File: src/rtl/legv8_ctrl_pkg.sv
// Shared types and encodings for the multicycle LEGv8 control unit:
// FSM states, instruction classes, opcode patterns and control-field codes.
package legv8_ctrl_pkg;

  typedef enum logic [3:0] {
    FETCH  = 4'd0,
    DECODE = 4'd1,
    MEMADR = 4'd2,
    MEMRD  = 4'd3,
    LDWB   = 4'd4,
    MEMWR  = 4'd5,
    EXEC_R = 4'd6,
    RWB    = 4'd7,
    BRANCH = 4'd8,
    EXC    = 4'd9
  } state_t;

  typedef enum logic [2:0] {
    IC_LD  = 3'd0,
    IC_ST  = 3'd1,
    IC_CBZ = 3'd2,
    IC_R   = 3'd3,
    IC_BAD = 3'd4
  } iclass_t;

  localparam logic [10:0] OP_LDUR = 11'b11111000010;
  localparam logic [10:0] OP_STUR = 11'b11111000000;
  localparam logic [10:0] OP_ADD  = 11'b10001011000;
  localparam logic [10:0] OP_SUB  = 11'b11001011000;
  localparam logic [10:0] OP_AND  = 11'b10001010000;
  localparam logic [10:0] OP_ORR  = 11'b10101010000;
  // CBZ carries part of its immediate in Op[2:0]; only the top 8 bits identify it.
  localparam logic [7:0]  OP_CBZ_PFX = 8'b10110100;

  localparam logic [1:0] ALUOP_ADD   = 2'b00;
  localparam logic [1:0] ALUOP_PASSB = 2'b01;
  localparam logic [1:0] ALUOP_FUNCT = 2'b10;

  localparam logic [1:0] SRCB_REGB = 2'b00;
  localparam logic [1:0] SRCB_FOUR = 2'b01;
  localparam logic [1:0] SRCB_DOFF = 2'b10;
  localparam logic [1:0] SRCB_BOFF = 2'b11;

  localparam logic [1:0] EXC_NONE    = 2'b00;
  localparam logic [1:0] EXC_BADOP   = 2'b01;
  localparam logic [1:0] EXC_TIMEOUT = 2'b10;

endpackage

File: src/rtl/op_classify.sv
// Combinational opcode decoder: maps IR[31:21] onto an instruction class.
module op_classify
  import legv8_ctrl_pkg::*;
(
  input  logic [10:0] i_op,
  output iclass_t     o_iclass
);

  always_comb begin
    o_iclass = IC_BAD;
    if (i_op == OP_LDUR) begin
      o_iclass = IC_LD;
    end else if (i_op == OP_STUR) begin
      o_iclass = IC_ST;
    end else if (i_op[10:3] == OP_CBZ_PFX) begin
      o_iclass = IC_CBZ;
    end else if ((i_op == OP_ADD) || (i_op == OP_SUB) ||
                 (i_op == OP_AND) || (i_op == OP_ORR)) begin
      o_iclass = IC_R;
    end
  end

endmodule

File: src/rtl/multicycle_ctrl.sv
// Control FSM for a multicycle LEGv8 datapath with a shared ALU and unified,
// variable-latency memory; counts retired instructions and traps faults.
module multicycle_ctrl
  import legv8_ctrl_pkg::*;
#(
  parameter int MEM_TIMEOUT = 15,
  parameter int CNT_W       = 32
) (
  input  logic             clk,
  input  logic             reset,
  input  logic [10:0]      Op,
  input  logic             Zero,
  input  logic             mem_ready,
  output logic             PCWrite,
  output logic             IRWrite,
  output logic             IorD,
  output logic             MemRead,
  output logic             MemWrite,
  output logic             Reg2Loc,
  output logic             ALUSrcA,
  output logic             MemtoReg,
  output logic             RegWrite,
  output logic             PCSrc,
  output logic [1:0]       ALUSrcB,
  output logic [1:0]       ALUOp,
  output logic             exc,
  output logic [1:0]       exc_cause,
  output logic [CNT_W-1:0] retired,
  output logic [3:0]       state_o
);

  localparam int WAIT_W = (MEM_TIMEOUT > 0) ? $clog2(MEM_TIMEOUT + 1) : 1;
  localparam logic [WAIT_W-1:0] WAIT_SAT    = '1;
  localparam logic [WAIT_W:0]   TIMEOUT_CNT = (WAIT_W + 1)'(MEM_TIMEOUT);

  state_t             r_state;
  iclass_t            r_iclass;
  logic [WAIT_W-1:0]  r_wait;
  logic               r_exc;
  logic [1:0]         r_cause;
  logic [CNT_W-1:0]   r_retired;

  iclass_t            w_iclass;
  logic               w_mem_state;
  logic [WAIT_W:0]    w_wait_inc;
  logic               w_timeout;

  op_classify u_op_classify (
    .i_op     (Op),
    .o_iclass (w_iclass)
  );

  assign w_mem_state = (r_state == FETCH) || (r_state == MEMRD) || (r_state == MEMWR);
  assign w_wait_inc  = {1'b0, r_wait} + 1'b1;
  // A late mem_ready in the final allowed cycle still completes the access.
  assign w_timeout   = (MEM_TIMEOUT != 0) && w_mem_state && !mem_ready &&
                       (w_wait_inc == TIMEOUT_CNT);

  always_ff @(posedge clk) begin
    if (reset) begin
      r_state   <= FETCH;
      r_iclass  <= IC_BAD;
      r_wait    <= '0;
      r_exc     <= 1'b0;
      r_cause   <= EXC_NONE;
      r_retired <= '0;
    end else begin
      // Non-memory states hold the counter at zero, so every memory state starts fresh.
      if (!w_mem_state || mem_ready) begin
        r_wait <= '0;
      end else if (r_wait != WAIT_SAT) begin
        r_wait <= r_wait + 1'b1;
      end

      case (r_state)
        FETCH: begin
          if (mem_ready) begin
            r_state <= DECODE;
          end else if (w_timeout) begin
            r_state <= EXC;
            r_exc   <= 1'b1;
            r_cause <= EXC_TIMEOUT;
          end
        end
        DECODE: begin
          r_iclass <= w_iclass;
          case (w_iclass)
            IC_LD, IC_ST: r_state <= MEMADR;
            IC_CBZ:       r_state <= BRANCH;
            IC_R:         r_state <= EXEC_R;
            default: begin
              r_state <= EXC;
              r_exc   <= 1'b1;
              r_cause <= EXC_BADOP;
            end
          endcase
        end
        MEMADR: r_state <= (r_iclass == IC_ST) ? MEMWR : MEMRD;
        MEMRD: begin
          if (mem_ready) begin
            r_state <= LDWB;
          end else if (w_timeout) begin
            r_state <= EXC;
            r_exc   <= 1'b1;
            r_cause <= EXC_TIMEOUT;
          end
        end
        LDWB: begin
          r_state   <= FETCH;
          r_retired <= r_retired + 1'b1;
        end
        MEMWR: begin
          if (mem_ready) begin
            r_state   <= FETCH;
            r_retired <= r_retired + 1'b1;
          end else if (w_timeout) begin
            r_state <= EXC;
            r_exc   <= 1'b1;
            r_cause <= EXC_TIMEOUT;
          end
        end
        EXEC_R: r_state <= RWB;
        RWB, BRANCH: begin
          r_state   <= FETCH;
          r_retired <= r_retired + 1'b1;
        end
        EXC:     r_state <= EXC;
        default: r_state <= FETCH;
      endcase
    end
  end

  always_comb begin
    PCWrite  = 1'b0;
    IRWrite  = 1'b0;
    IorD     = 1'b0;
    MemRead  = 1'b0;
    MemWrite = 1'b0;
    Reg2Loc  = 1'b0;
    ALUSrcA  = 1'b0;
    MemtoReg = 1'b0;
    RegWrite = 1'b0;
    PCSrc    = 1'b0;
    ALUSrcB  = SRCB_REGB;
    ALUOp    = ALUOP_ADD;
    if (!reset) begin
      case (r_state)
        FETCH: begin
          MemRead = 1'b1;
          if (mem_ready) begin
            IRWrite = 1'b1;
            PCWrite = 1'b1;
            ALUSrcB = SRCB_FOUR;
          end
        end
        DECODE: begin
          ALUSrcB = SRCB_BOFF;
          Reg2Loc = (w_iclass == IC_ST) || (w_iclass == IC_CBZ);
        end
        MEMADR: begin
          ALUSrcA = 1'b1;
          ALUSrcB = SRCB_DOFF;
          Reg2Loc = (r_iclass == IC_ST);
        end
        MEMRD: begin
          IorD    = 1'b1;
          MemRead = 1'b1;
        end
        LDWB: begin
          RegWrite = 1'b1;
          MemtoReg = 1'b1;
        end
        MEMWR: begin
          IorD     = 1'b1;
          MemWrite = 1'b1;
          Reg2Loc  = 1'b1;
        end
        EXEC_R: begin
          ALUSrcA = 1'b1;
          ALUSrcB = SRCB_REGB;
          ALUOp   = ALUOP_FUNCT;
        end
        RWB: RegWrite = 1'b1;
        BRANCH: begin
          Reg2Loc = 1'b1;
          ALUSrcA = 1'b1;
          ALUSrcB = SRCB_REGB;
          ALUOp   = ALUOP_PASSB;
          PCSrc   = 1'b1;
          PCWrite = Zero;
        end
        default: ;
      endcase
    end
  end

  assign exc       = r_exc;
  assign exc_cause = r_cause;
  assign retired   = r_retired;
  assign state_o   = r_state;

endmodule

File: config.mk
export PLATFORM = sky130hd
export DESIGN_NAME = multicycle_ctrl
export DESIGN_NICKNAME = d
export VERILOG_FILES = /design/src/rtl/legv8_ctrl_pkg.sv /design/src/rtl/op_classify.sv /design/src/rtl/multicycle_ctrl.sv
export SDC_FILE = /design/constraint.sdc
export NUM_CORES = 1
export LEC_CHECK = 0
export BUFFER_PORTS_ARGS = -buffer_cell sky130_fd_sc_hd__buf_2
export CORE_MARGIN = 5
export CORE_UTILIZATION = 52
export CTS_BUF_LIST = sky130_fd_sc_hd__clkbuf_16
export DETAILED_ROUTE_END_ITERATION = 8
export PLACE_DENSITY = 0.84
export SYNTH_ARGS = -nofsm -noshare
export SYNTH_HDL_FRONTEND = slang
export SYNTH_SLANG_ARGS = --single-unit
File: constraint.sdc
create_clock -name clk -period 4.1 [get_ports clk]
set_clock_uncertainty 0.2 [all_clocks]
set_input_delay 1.23 -clock clk [delete_from_list [all_inputs] [get_ports clk]]
set_output_delay 1.23 -clock clk [all_outputs]
set_load 0.05 [all_outputs]
* Word level (Yosys, flattened, before mapping) *
Cells that the tools add are included.

operators by class
  reductions and logical operators = 27
  mux-type cells = 47
  equal/unequal tests = 26
  $add $sub $neg = 3

operators by type and width
  kind                                                                   count
  11-bit equality test, second input constant                            6
  32-bit one-hot mux with 2 select lines                                 1
  32-bit by 1-bit adder with 32-bit output, second input constant        1
  32-bit two-way mux                                                     1
  4-bit one-hot mux with 7 select lines                                  1
  1-bit two-way mux                                                      23
  4-bit by 3-bit equality test with 1-bit output, second input constant  4
  4-bit two-way mux                                                      4
  3-bit two-way mux                                                      5
  4-bit one-hot mux with 3 select lines                                  1
  2-bit OR reduction                                                     6
  2-bit two-way mux                                                      5
  3-bit OR reduction                                                     3
  4-bit by 2-bit equality test with 1-bit output, second input constant  2
  4-bit equality test, second input constant                             2
  8-bit equality test, second input constant                             1
  2-bit one-hot mux with 2 select lines                                  2
  1-bit logical OR                                                       7
  3-bit by 1-bit equality test with 1-bit output, second input constant  2
  3-bit by 2-bit equality test with 1-bit output, second input constant  2
  2-bit inequality test, second input constant                           3
  2-bit one-hot mux with 3 select lines                                  1
  4-bit by 1-bit adder with 5-bit output, second input constant          1
  5-bit by 4-bit equality test with 1-bit output, second input constant  1
  other kinds (14)                                                       18

word-level totals
  logic and storage cells = 109
  bits of input ports = 15
  output and inout port bits = 53
  bits in registers = 46

* Longest topological paths before layout *
Gate-level depths: netlist (run 1).

  depth in word-level cells = 12
  mapped depth = 7
  gate-level depth less buffers = 6

* Cells and area by module *
Synthesis (run 1) repeated with hierarchy kept, for this count alone.

second synthesis, totals
  cells, all modules = 324
  area total of the unflattened synthesis = 2,617.5 µm²

modules (own cells, without submodules)
  module           seq. area each (µm²)  times used  cells each  area an instance (µm²)
  multicycle_ctrl  920.9                 1           309         2,506.2
  op_classify      0.0                   1           15          111.4

* Worst setup path after synthesis (run 1) *
No wires, ideal clock.

  path type = in2out
  start point = input reset
  end point = output ALUSrcB[1]
  arrival time = 3,805 ps
  slack = -1,135 ps
  required time = 2,670 ps
  path buffers = 1
  cell stages on the path = 2
  cell sequence = clkbuf_1 > a2111oi_0

on the way
  word-level cells in the longest chain between the ends = 1

ends and longest elaborated chain
  item               line                    text
  start, declared    multicycle_ctrl.sv:10   input logic reset,
  2-bit two-way mux  multicycle_ctrl.sv:146  if (!reset) begin
  end, declared      multicycle_ctrl.sv:24   output logic [1:0] ALUSrcB,

Every way passes these cells.

* Final worst setup path (run 1) *
  start point = input Op[0]
  end point = output Reg2Loc

on the way
  word-level cells in the longest chain between the ends = 12
  elaborated cells on any way between the ends = 18
  those cells by class = eq/ne (8); mux (6); reduce/logical (4)

ends and longest elaborated chain
  item                                                                                                                     line                    text
  start, declared                                                                                                          multicycle_ctrl.sv:11   input logic [10:0] Op,
  11-bit equality test                                                                                                     op_classify.sv:17       end else if ((i_op == OP_ADD) || (i_op == OP_SUB) ||
  1-bit logical OR (2 in series)                                                                                           op_classify.sv:17
  1-bit logical OR                                                                                                         op_classify.sv:18       (i_op == OP_AND) || (i_op == OP_ORR)) begin
  3-bit two-way mux                                                                                                        op_classify.sv:17
  3-bit two-way mux                                                                                                        op_classify.sv:15       end else if (i_op[10:3] == OP_CBZ_PFX) begin
  3-bit two-way mux                                                                                                        op_classify.sv:13       end else if (i_op == OP_STUR) begin
  3-bit two-way mux (*)                                                                                                    op_classify.sv:11       if (i_op == OP_LDUR) begin
  3-bit by 1-bit equality test with 1-bit output / 3-bit by 2-bit equality test with 1-bit output (equally long branches)  multicycle_ctrl.sv:158  Reg2Loc = (w_iclass == IC_ST) || (w_iclass == IC_CBZ);
  1-bit logical OR (*)                                                                                                     multicycle_ctrl.sv:158
  1-bit one-hot mux with 3 select lines (*)                                                                                multicycle_ctrl.sv:147  case (r_state)
  1-bit two-way mux (*)                                                                                                    multicycle_ctrl.sv:146
  end, declared                                                                                                            multicycle_ctrl.sv:19   output logic Reg2Loc,

Every way passes the cells marked *; elsewhere a longest branch is shown, timed or not.

==> results of run 1 <==
[power groups by stage]
stage               Clock, mW  Combinational [mW]  Sequential [mW]
finish                  0.372               0.186            0.465
global route            0.401               0.200            0.466
CTS                     0.381               0.184            0.465
detailed placement          0               0.182            0.475
global placement            0               0.179            0.474
floorplan                   0               0.110            0.500
[per-stage QoR]
step	hold slack [ns]	instance area, um^2	worst slack, ns	instances
floorplan	0.232	2600	-0.0685	320
global placement	0.244	3000	-0.103	447
detailed placement	0.252	3000	-0.168	447
CTS	0.261	3140	-0.0821	455
global route	0.283	3160	-0.112	455
finish	0.259	3160	-0.0420	455
[Yosys cell counts, drive strengths merged, types with 2 or more instances]
cell / number / share of area (%)
dfxtp: 46 / 36
nor2: 35 / 5.2
a21oi: 31 / 6.1
nand2: 27 / 4.0
o21ai: 18 / 3.6
nor3: 16 / 3.2
xnor2: 14 / 4.8
nand3: 11 / 2.2
or3: 11 / 2.7
clkbuf: 10 / 1.5
nand4: 9 / 2.5
inv: 7 / 1.0
nor4: 6 / 1.5
or4: 6 / 2.1
nand2b: 5 / 1.3
nor3b: 5 / 1.5
and2: 4 / 0.99
buf: 4 / 1.4
nor2b: 4 / 0.99
nor4b: 4 / 1.4
o31ai: 4 / 1.2
or2: 4 / 0.99
xor2: 4 / 1.4
a211oi: 3 / 0.89
and4: 3 / 1.0
ha: 3 / 1.5
and2b: 2 / 0.59
nand3b: 2 / 0.59
o221ai: 2 / 0.69
or3b: 2 / 0.69
[final cells by class]
| type | instances | area (um^2) |
|---|---|---|
| inverter | 7 | 26.3 |
| tap | 67 | 83.8 |
| clock inverter | 3 | 12.5 |
| sequential | 46 | 921 |
| timing repair buffer | 74 | 407 |
| fill | 387 | 1560 |
| multi-input combinational | 253 | 1590 |
| clock buffer | 5 | 125 |
[logic make-up after synthesis]
| family | Yosys count |
|---|---|
| AND/OR/NAND/NOR | 157 |
| AO/OA/AOI/OAI | 74 |
| flip-flops | 46 |
| buffers and inverters | 21 |
| XOR/XNOR | 18 |
| adder cells (fa/ha/maj) | 3 |
| multiplexers | 1 |
[flip-flops by register name, summed over array words and instances (netlist names)]
register	flops
r_wait	4
exc_cause	2
exc	1
retired	32
state_o	4
r_iclass	3
[how the worst min path moves through the flow]
| stage | cells after the start | to | slack (ns) | from |
|---|---|---|---|---|
| finish | 2 | exc_cause[1] | 0.26 | exc_cause[1] |
| global route | 1 | r_iclass[2] | 0.28 | r_iclass[2] |
| CTS | 2 | exc_cause[1] | 0.26 | exc_cause[1] |
| detailed placement | 2 | exc_cause[1] | 0.25 | exc_cause[1] |
| global placement | 2 | r_iclass[1] | 0.24 | r_iclass[1] |
| floorplan | 2 | r_iclass[1] | 0.23 | r_iclass[1] |
[critical path, cell delays in order]
cell and delay, ns:
buf_6 0.10, nor4b_4 0.27, nor2b_4 0.20, a21oi_2 0.07
or4_4 0.54, a21oi_4 0.14, buf_6 0.17
[timing repair]
item	in CTS	in global routing
hold buffers	0	0
setup endpoints to repair	1	1
endpoints found under the hold margin	0	0
gates resized for setup	2	5
[layer usage]
layer	vias to the layer above	track usage, %	routed length [um]
met3	10	3.27	300
met1	1211	28.1	2870
met4	0	8.45	112
met2	75	34.0	3130
li1	1308	-	-
met5	-	0	0
==> out/metrics.cfg, run 1 <==
[synth]
async_flop_share_pct=0
yosysUniqueCellTypes=55
yosys_register_bits=46
netlist_instances=320
synth_top_family_by_area=simple AND/OR/NAND/NOR gates
avgSynthCellArea_um2=7.93
synthMuxAreaShare_pct=0.444
seq_area_frac_synth_pct=36.3
ys_warn_count=0
synth_compound_area_share_pct=18.0
synthFlopType=dfxtp_1
synthSimpleGateAreaFrac_pct=33.6
synth-xor-area-share_pct=6.22
synth_area_mm2=0.00254
syn_nets=338
synthAdderAreaFrac_pct=1.48
synth_edf_count=0

[sta]
worst_slack_ns=-0.0420
fin_tns_setup_ns=-0.0420
period_share_pct=101
rsz0062_at_grt=yes
hold_viol=0
slew_headroom_pct=50.6
fmax_mhz=241
final.min_clock_period_ns=4.14
final-max-slew-violation-count=0
worst_pin_slew_ns=0.741
setup_violations=1

[die]
dieArea_mm2=0.00637
io_pins=68
die_w_um=79.8
initial_core_util_pct=53.7
rows=25
core-area_mm2=0.00472
die_h_um=79.8

[cells_and_area]
nets=405
drive_gt1_share_pct=24.7
final_common_cell=buf_2
utilization_pct=66.9
diodes=0
layout_common_cells=buf_2, dfxtp_1, nor2_1
area_growth_syn_to_layout_pct=24.6

[clocking]
clk_pin_slew_ns=0.06
clock_latency_ns=0.27
cts_made_buffers=5
post_cts_buffers=0
cts_root_buffer=clkbuf_16
cts_tree=built
clock_path_buffers=2
cts_num_sinks=46
cts_max_level=2

[grt]
grt_pass1_vias=2417
antenna_found_initial=0
grt_pass1_wl_um=11000
grt_usage_pct=21.1
grt_max_degree=27
overflow=0

[power_and_ir_drop]
vdd_drop_max_v=0.000262
power.leakage_nw=1.21
combPwrFrac_pct=18.2
p_sw_uw=290
clock_power_share_pct=36.4
total_power_mw=1.02
switching_share_pct=28.3
p_seq_share_pct=45.5
intPower_uw=733
pwr_density_cell_mw_per_mm2=324

[min_path]
hp-class=flip-flop to flip-flop

[run_status]
status=finished with violations
violations=setup timing

[critical_path]
required_ns=2.67
path_class=primary input to output port
crit_end=Reg2Loc
reg2reg_to=retired[30]
cp-startpoint=Op[0]
arrival_ns=2.71
r2r_slack_ns=1.22
critPathCaptureType=output port
cp-start-kind=primary input
rr_startpoint=state_o[2]
worstPathMaxFanout=2
reg2reg_depth=5

[detailed_routing]
via_per_inst=5.72
drt-total-wl_um=6410
drtIter0Drc=324
num_vias=2604
firstDrtPassIters=4
drc=0
drtAntennaViolNets=0
wire_per_inst_um=14.1

[placed_design]
gp_congestion=0.822
hpwl_um=4710
io_buffers=67

[flow_run]
drv_cap=0

(Power assumes the default switching activity.)
==> inputs of run 2 (changes only) <==
Settings changed: ABC_AREA from default to 1, CORE_UTILIZATION 52 to 55, PLACE_DENSITY 0.84 to 0.86.
==> out/metrics.cfg, run 2 <==
[run_status]
status=finished clean  ; was finished with violations

[sta]
slew_headroom_pct=52.9  ; was 50.6%
hold_ws_ns=0.268  ; was 0.259 ns
setup_violations=0  ; was 1
period_share_pct=92.9  ; was 101%
worst_pin_slew_ns=0.704  ; was 0.741 ns
fin_tns_setup_ns=0  ; was -0.0420 ns
rsz0062_at_grt=no  ; was yes
final.min_clock_period_ns=3.81  ; was 4.14 ns
worst_slack_ns=0.290  ; was -0.0420 ns
hold_viol=0  ; unchanged
final-max-slew-violation-count=0  ; unchanged
fmax_mhz=262  ; was 241 MHz

[placed_design]
dp_slack_ns=0.311  ; was -0.168 ns
io_buffers=67  ; unchanged
place_area_mm2=0.00347  ; was 0.00300 mm^2
gp_congestion=0.948  ; was 0.822
hpwl_um=6130  ; was 4710 um

[critical_path]
cp-start-kind=primary input  ; unchanged
reg2reg_to=retired[28]  ; was retired[30]
path_class=primary input to output port  ; unchanged
crit_end=Reg2Loc  ; unchanged
rr_startpoint=retired[0]  ; was state_o[2]
cp-startpoint=Op[2]  ; was Op[0]
arrival_ns=2.38  ; was 2.71 ns
worstPathMaxFanout=5  ; was 2
r2r_slack_ns=1.85  ; was 1.22 ns
critPathCaptureType=output port  ; unchanged
reg2reg_depth=9  ; was 5
required_ns=2.67  ; about the same

[min_path]
worstHoldStart=r_iclass[1]  ; was exc_cause[1]
hp-class=flip-flop to flip-flop  ; unchanged

[clocking]
clock_latency_ns=0.28  ; was 0.27 ns
clock_path_buffers=2  ; unchanged
cts_tree=built  ; unchanged
cts_max_level=2  ; unchanged
cts_made_buffers=5  ; unchanged
cts_num_sinks=46  ; unchanged
clk_pin_slew_ns=0.06  ; about the same
cts_root_buffer=clkbuf_16  ; unchanged
post_cts_buffers=0  ; unchanged
ctsHoldBuffers=0  ; unchanged
cts-resized-gates=0  ; was 2

[cells_and_area]
drive_gt1_share_pct=16.0  ; was 24.7%
diodes=0  ; unchanged
area_growth_syn_to_layout_pct=16.4  ; was 24.6%
final_common_cell=nand2_1  ; was buf_2
nets=608  ; was 405
n_fill_cell=520  ; was 387
layout_common_cells=nand2_1, nor2_1, buf_2  ; was buf_2, dfxtp_1, nor2_1
fin_area_mm2=0.00360  ; was 0.00316 mm^2
largest_reg_flops=32  ; unchanged

[power_and_ir_drop]
power.leakage_nw=1.64  ; was 1.21 nW
vdd_drop_max_v=0.000222  ; was 0.000262 V
pwr_density_cell_mw_per_mm2=332  ; was 324 mW/mm^2
total_power_mw=1.19  ; was 1.02 mW

[synth]
netlist_instances=526  ; was 320
synth_area_mm2=0.00309  ; was 0.00254 mm^2
yosysMostFrequentCell=nand2_1  ; was dfxtp_1
yosys-top-cells-area=dfxtp_1, nand2_1, nor2_1, a21oi_1, inv_1  ; was dfxtp_1, a21oi_1, nor2_1, xnor2_1, nand2_1
synthFlopType=dfxtp_1  ; unchanged
syn_nets=544  ; was 338
avgSynthCellArea_um2=5.88  ; was 7.93 um^2
async_flop_share_pct=0  ; unchanged
yosys.area.top_type_share_pct=29.8  ; was 36.3%
synth_edf_count=0  ; unchanged
synth_top_area_cell=dfxtp_1  ; unchanged
seq_area_frac_synth_pct=29.8  ; was 36.3%
synthTopCellsByCount=nand2_1, nor2_1, dfxtp_1  ; was dfxtp_1, nor2_1, a21oi_1
yosysUniqueCellTypes=28  ; was 55
yosys_register_bits=46  ; unchanged
ys_warn_count=0  ; unchanged

[detailed_routing]
drc=0  ; unchanged
wire_per_inst_um=12.1  ; was 14.1 um
drtIter0Drc=240  ; was 324
via_per_inst=5.25  ; was 5.72
drt-total-wl_um=8010  ; was 6410 um
drtAntennaViolNets=0  ; unchanged
firstDrtPassIters=4  ; unchanged
num_vias=3473  ; was 2,604

[grt]
antenna_found_initial=0  ; unchanged
grt_pass1_vias=3184  ; was 2,417
grt_usage_pct=22.3  ; was 21.1%
grt_max_degree=37  ; was 27
overflow=0  ; unchanged
grt_pass1_wl_um=13700  ; was 11,000 um

[die]
initial_core_util_pct=56.5  ; was 53.7%
rows=27  ; was 25
core-area_mm2=0.00547  ; was 0.00472 mm^2
dieArea_mm2=0.00722  ; was 0.00637 mm^2
die_w_um=85.0  ; was 79.8 um
io_pins=68  ; unchanged
die_h_um=85.0  ; was 79.8 um

[flow_run]
drv_cap=0  ; unchanged

==> run 2: worst max-delay path, stage by stage <==
cell	delay [ns]
buf_2	0.10
nor2_1	0.15
nand2_1	0.07
nor2_1	0.09
nand2_1	0.11
nand2_1	0.08
nand2_1	0.05
a41oi_1	0.19
buf_2	0.31
==> run 2: metrics by stage <==
stage | std cells | utilization, %
detailed placement | 655 | 63.4
floorplan | 526 | -
CTS | 661 | 65.7
global placement | 655 | 63.4
finish | 661 | 65.7
global route | 661 | 65.7
==> run 2: final cells by class <==
cell class	count	area (um^2)	area share (%)
Clock inverter	1	3.75	0.104
Tap cell	72	90.1	2.50
Clock buffer	5	125	3.48
Timing Repair Buffer	69	350	9.74
Multi-Input combinational cell	425	1950	54.1
Sequential cell	46	921	25.6
Inverter	43	161	4.49
==> run 2: per-layer routing <==
metal  wire, um  global-route usage, %  up-vias
met4        217                   9.93        0
met2       3780                   38.5      135
met5          0                      0        -
met1       3440                   27.3     1537
met3        575                   3.30       18
li1           -                      -     1783
==> run 2: worst min-delay path by stage <==
stage / end / slack [ns] / cells past startpoint
final: r_iclass[1] / 0.27 / 2
after global routing: r_iclass[1] / 0.31 / 2
after CTS: r_iclass[1] / 0.27 / 2
after detailed placement: r_iclass[1] / 0.26 / 2
after global placement: r_iclass[0] / 0.25 / 2
after floorplan: r_iclass[0] / 0.24 / 2
==> run 2: power by group <==
part	internal (mW)	switching (mW)	total, mW
logic	0.0773	0.255	0.332
registers	0.465	0.0254	0.491
clock network	0.217	0.155	0.371
==> run 2: cell families (layout without fill, tap and decap cells) <==
family | after synthesis | in the layout | share of synthesized area, %
AOI/OAI and AO/OA | 49 | 49 | 8.50
xor gates and xnor gates | 13 | 13 | 3.68
adders and majority gates | 3 | 3 | 1.21
buffers and inverters | 55 | 118 | 7.49
DFF | 46 | 46 | 29.8
and+or+nand+nor | 360 | 360 | 49.3
